File: src/rtl/snoop_pkg.sv
// snoop_pkg: shared snoop-port widths, mode encodings and dump FSM states
package snoop_pkg;
   localparam int SNOOP_AW = 8;
   localparam int SNOOP_DW = 8;
   localparam logic SNOOPM_WRITE = 1'b0;
   localparam logic SNOOPM_READ  = 1'b1;
   typedef enum logic [2:0] {IDLE, PAUSE, ADDR, WAIT, EMIT, SUM, DONE} dump_state_t;
endpackage

File: src/rtl/snoop_dump.sv
// snoop_dump: pauses the core, reads an address range over the snoop port and
// streams each byte (plus an optional 8-bit modular checksum) on a valid/ready port.
// Ports: clk/reset (async, active-high); start + first_addr/last_addr request a dump;
// snoopa/snoopd/snoopm/snoopp drive the snoop port, snoopq returns read data;
// out_data/out_valid/out_ready is the byte stream; busy and done report progress.
module snoop_dump
   import snoop_pkg::*;
#(
   parameter int PAUSE_CYCLES = 2,
   parameter int CHECKSUM     = 1
) (
   input  logic                clk,
   input  logic                reset,
   input  logic                start,
   input  logic [SNOOP_AW-1:0] first_addr,
   input  logic [SNOOP_AW-1:0] last_addr,
   output logic [SNOOP_AW-1:0] snoopa,
   output logic [SNOOP_DW-1:0] snoopd,
   output logic                snoopm,
   output logic                snoopp,
   input  logic [SNOOP_DW-1:0] snoopq,
   output logic [SNOOP_DW-1:0] out_data,
   output logic                out_valid,
   input  logic                out_ready,
   output logic                busy,
   output logic                done
);
   dump_state_t         state;
   logic [SNOOP_AW-1:0] cnt, last;
   logic [SNOOP_DW-1:0] sum;
   logic [7:0]          pcnt;
   logic                hs;

   assign snoopd = '0;
   assign hs     = out_valid && out_ready;

   always_ff @(posedge clk or posedge reset)
      if (reset) begin
         state     <= IDLE;
         cnt       <= '0;
         last      <= '0;
         sum       <= '0;
         pcnt      <= '0;
         snoopa    <= '0;
         snoopm    <= SNOOPM_WRITE;
         snoopp    <= 1'b0;
         out_data  <= '0;
         out_valid <= 1'b0;
         busy      <= 1'b0;
         done      <= 1'b0;
      end else begin
         case (state)
            IDLE: if (start) begin
               cnt    <= first_addr;
               last   <= last_addr;
               sum    <= '0;
               pcnt   <= '0;
               snoopp <= 1'b1;
               busy   <= 1'b1;
               state  <= PAUSE;
            end
            // the read address is registered on leaving PAUSE so it is already
            // on snoopa throughout ADDR, giving the memory its sampling edge
            PAUSE: if (pcnt == 8'(PAUSE_CYCLES)) begin
               snoopa <= cnt;
               snoopm <= SNOOPM_READ;
               state  <= ADDR;
            end else pcnt <= pcnt + 8'd1;
            ADDR: state <= WAIT;
            WAIT: begin
               out_data  <= snoopq;
               out_valid <= 1'b1;
               state     <= EMIT;
            end
            EMIT: if (hs) begin
               sum <= sum + out_data;
               if (cnt != last) begin
                  cnt       <= cnt + 1'b1;
                  snoopa    <= cnt + 1'b1;
                  out_valid <= 1'b0;
                  state     <= ADDR;
               end else if (CHECKSUM != 0) begin
                  out_data <= sum + out_data;
                  state    <= SUM;
               end else begin
                  out_valid <= 1'b0;
                  done      <= 1'b1;
                  snoopp    <= 1'b0;
                  snoopm    <= SNOOPM_WRITE;
                  state     <= DONE;
               end
            end
            SUM: if (hs) begin
               out_valid <= 1'b0;
               done      <= 1'b1;
               snoopp    <= 1'b0;
               snoopm    <= SNOOPM_WRITE;
               state     <= DONE;
            end
            DONE: begin
               done  <= 1'b0;
               busy  <= 1'b0;
               state <= IDLE;
            end
            default: state <= IDLE;
         endcase
      end
endmodule

File: config.mk
export PLATFORM = sky130hd
export DESIGN_NAME = snoop_dump
export DESIGN_NICKNAME = d
export VERILOG_FILES = /design/src/rtl/snoop_pkg.sv /design/src/rtl/snoop_dump.sv
export SDC_FILE = /design/constraint.sdc
export NUM_CORES = 1
export LEC_CHECK = 0
export ABC_AREA = 0
export BUFFER_PORTS_ARGS = -buffer_cell sky130_fd_sc_hd__buf_2
export CAP_MARGIN = 20
export CORE_ASPECT_RATIO = 2
export CORE_UTILIZATION = 55
export DETAILED_ROUTE_END_ITERATION = 10
export PLACE_DENSITY = 0.76
export SYNTH_ARGS = -nofsm -noshare
export SYNTH_HDL_FRONTEND = slang
export SYNTH_SLANG_ARGS = --single-unit
File: constraint.sdc
create_clock -name clk -period 2.72 [get_ports clk]
set_clock_uncertainty 0.1 [all_clocks]
set_input_delay 0.136 -clock clk [delete_from_list [all_inputs] [get_ports clk]]
set_output_delay 0.136 -clock clk [all_outputs]
set_load 0.03 [all_outputs]
==> summary.txt <==
Clock network
  – CTS tree: yes
  – Post-CTS sizing: 0
  – Clock transition at path regs: roughly 80 ps
  – Clock sink count: 56
  – Root buffer selected by CTS: clkbuf_16
  – Cts bufs inserted: 5
  – H-tree depth: 2
  – Worst skew pair latency: slightly above 300 ps
  – Clk buf depth: 2

Yosys
  – Avg Inst Size Synth: 9.74 sq um
  – Synth Area in Adders: 0.0443
  – Synth Area in Simple Gates: 0.149
  – Xor/xnor cell area share of the yosys netlist: 0.0642
  – Post-synthesis mux area share: 0.0749
  – Number of synthesized flops with an enable pin: 0
  – Seq/Total Area, Yosys: 0.428
  – Number of synthesized register bits: 56
  – Largest family of logic cells by synthesized area: compound AO/OA/AOI/OAI gates
  – Ys flop type: dfrtp_1
  – Library cells used by synthesis: 53
  – Synth Warn #: 0
  – Fraction of registers with async set/reset: 1.00
  – Compound-Gate Fraction of Synth Area: 0.186
  – Synthesized cell area: 3270 sq um
  – Mapped Cells: 336

STA
  – Slew Limit Fails: 0
  – Max Clk Rate: 438 MHz
  – Period utilisation layout: 0.840
  – # setup viols final: 0
  – Slew margin rel.: 0.495
  – Final hold violation count: 0
  – Setup TNS: 0 ps
  – Minimum clock period: 2290 ps
  – Slew at the pin closest to its max-slew limit: 756 ps
  – Setup ws final: approximately 430 ps
  – Unrepaired setup endpoints after global routing: no

Die
  – Chip width: between 50 and 60 um
  – Initial core utilization: 0.573
  – Die area: 6280 sq um
  – Rows: 39
  – Die Y: 111 um
  – CORE AREA: 5710 sq um
  – Io pins: 57

Route
  – Drt first pass iters: 4
  – Wire length per cell: around 17 um
  – Detailed Route WL: 7.62 mm
  – DRT iter0 DRCs: 122
  – Routed vias/inst: 5.95
  – Vias: 2735
  – Post-route DRC: 0
  – Remaining antenna violation count: 0

Power
  – Static leakage: roughly 1.7 nW
  – Worst vdd ir: 0.797 mV
  – Pwr Density: 1230 nW/um^2

Global route
  – GRT Util Overall: 0.261
  – GRT Residual Overflow: 0
  – Largest net degree at the start of global routing: 37
  – Initial antenna violation count: 0
  – First-pass GRT wire length: approximately 13 mm
  – Vias in the first global route: 2703

Layout
  – Fillers: 510
  – Layout cells sized above 1: 0.251
  – Area occupied by multi-input gates: 1730 sq um
  – Fin nets: ~440
  – Register area: 1400 sq um
  – Commonest non-fill, non-tap cell in the layout: dfrtp_1
  – Most frequent cells in the layout: dfrtp_1 (56), buf_2 (48), nand2_1 (35)
  – Final Instance Count excl. Fillers: 460
  – Post-layout utilization of the core: 0.674
  – Syn-to-layout area delta: 17.6%
  – N_diodes: 0

Setup path
  – WP data required: 2850 ps
  – R2R Setup Slk: between 400 and 500 ps
  – CP max FO: 12
  – Crit path from: state[0]
  – R2R depth: 5
  – Crit end category: flop
  – Crit path kind: flop to flop
  – Crit start category: flop
  – Reg-to-reg startpoint: state[0]
  – Reg2Reg Capture Point: pcnt[5]
  – Worst Path Arrival: 2410 ps

Worst hold path
  – Worst hold path type: input port to flop
  – Hold Startpoint: first_addr[4]
  – WHS Path Cells: 3
  – Hold Crit Endpoint: cnt[4]

Place
  – Port bufs: 48
  – Dpl hpwl: 5.63 mm
  – Placement Setup Slack: roughly 460 ps
  – Inst Count DP: 443
  – Placer Congestion: 0.866

Job
  – Max Cap Viol: 0

Run status
  – Status: complete, no violations
-- worst max path at each step --
stage / end / slack, ps / cells after the start
6_report: pcnt[5] / 430 / 5
5_1_grt: pcnt[5] / 330 / 5
4_1_cts: pcnt[5] / 440 / 5
3_5_place_dp: out_data[4] / 460 / 7
3_3_place_gp: out_data[4] / 480 / 7
2_1_floorplan: out_data[4] / 410 / 7
-- cells by family (layout without fill, tap and decap cells) --
kind of cell               Yosys count  count (layout)
AOI/OAI and AO/OA                   88              88
xor gates and xnor gates            24              24
adders and majority gates           11              11
buffers and inverters               35              91
DFF                                 56              56
muxes                               22              22
other                                1               8
and+or+nand+nor                     99              99
-- cells in the mapped netlist (2+ instances only) --
cell type	instances	area (sq um)
dfrtp_1	56	1400
nand2_1	35	131
nor2_1	26	97.6
o21ai_0	22	110
mux2_2	20	225
xnor2_1	17	149
a21oi_1	16	80.1
inv_1	13	48.8
nand3_1	11	55.1
ha_1	10	125
buf_2	9	45.0
buf_4	8	60.1
a2bb2oi_1	7	61.3
o22ai_1	7	43.8
xor2_1	7	61.3
a21o_1	6	45.0
nor3_1	6	30.0
a31oi_1	5	31.3
clkbuf_1	5	18.8
nand2b_1	4	25.0
nand4_1	4	25.0
a211oi_1	3	22.5
or3_1	3	18.8
a21o_2	2	17.5
a22oi_1	2	15.0
mux2i_1	2	20.0
o22a_1	2	17.5
o41ai_1	2	17.5
or4b_4	2	27.5
-- state kept, by name, summed over array words and instances, names as in the netlist, 3 cells and up --
name,flops
cnt,8
last,8
out_data,8
pcnt,8
snoopa,8
sum,8
state,3
-- through the flow --
step                cell area [sq um]  hold WS (ps)  power, mW
global placement                 3610           216       3.97
CTS                              3850          14.5       4.72
finish                           3850          15.1       4.72
global route                     3850          29.6       5.04
detailed placement               3610           222       4.04
floorplan                        3300           188       3.37
-- worst max-delay path, cell delays in order, from the launching register on --
cell and delay [ps]:
dfrtp_1 600, buf_4 240, nor2_1 80, or4b_4 560, or3_2 470, a21oi_1 150
-- power by group --
group,internal [mW],switching [mW]
sequential,1.19,0.410
combinational,1.06,1.39
clock,0.349,0.324
-- routing by layer --
layer  routed length [um]  track usage  share of wire
met3                  248       0.0315          0.033
met1                 3030        0.307           0.40
met4                  198        0.127          0.026
met2                 4150        0.455           0.54
met5                    0            0              0
-- layout make-up --
| cell class | count | area share |
|---|---|---|
| clock inverter | 3 | 0.00650 |
| clock buffer | 5 | 0.0325 |
| timing repair buffer | 70 | 0.114 |
| tap | 61 | 0.0198 |
| multi-input combinational | 252 | 0.450 |
| inverter | 13 | 0.0127 |
| sequential | 56 | 0.364 |
-- what timing repair did --
| item | in CTS | in global routing |
|---|---|---|
| setup buffers | 0 | 0 |
| endpoints found under the hold margin | 42 | 0 |
| hold buffers | 9 | 0 |
Note: power is estimated with default switching activity, not from simulation.
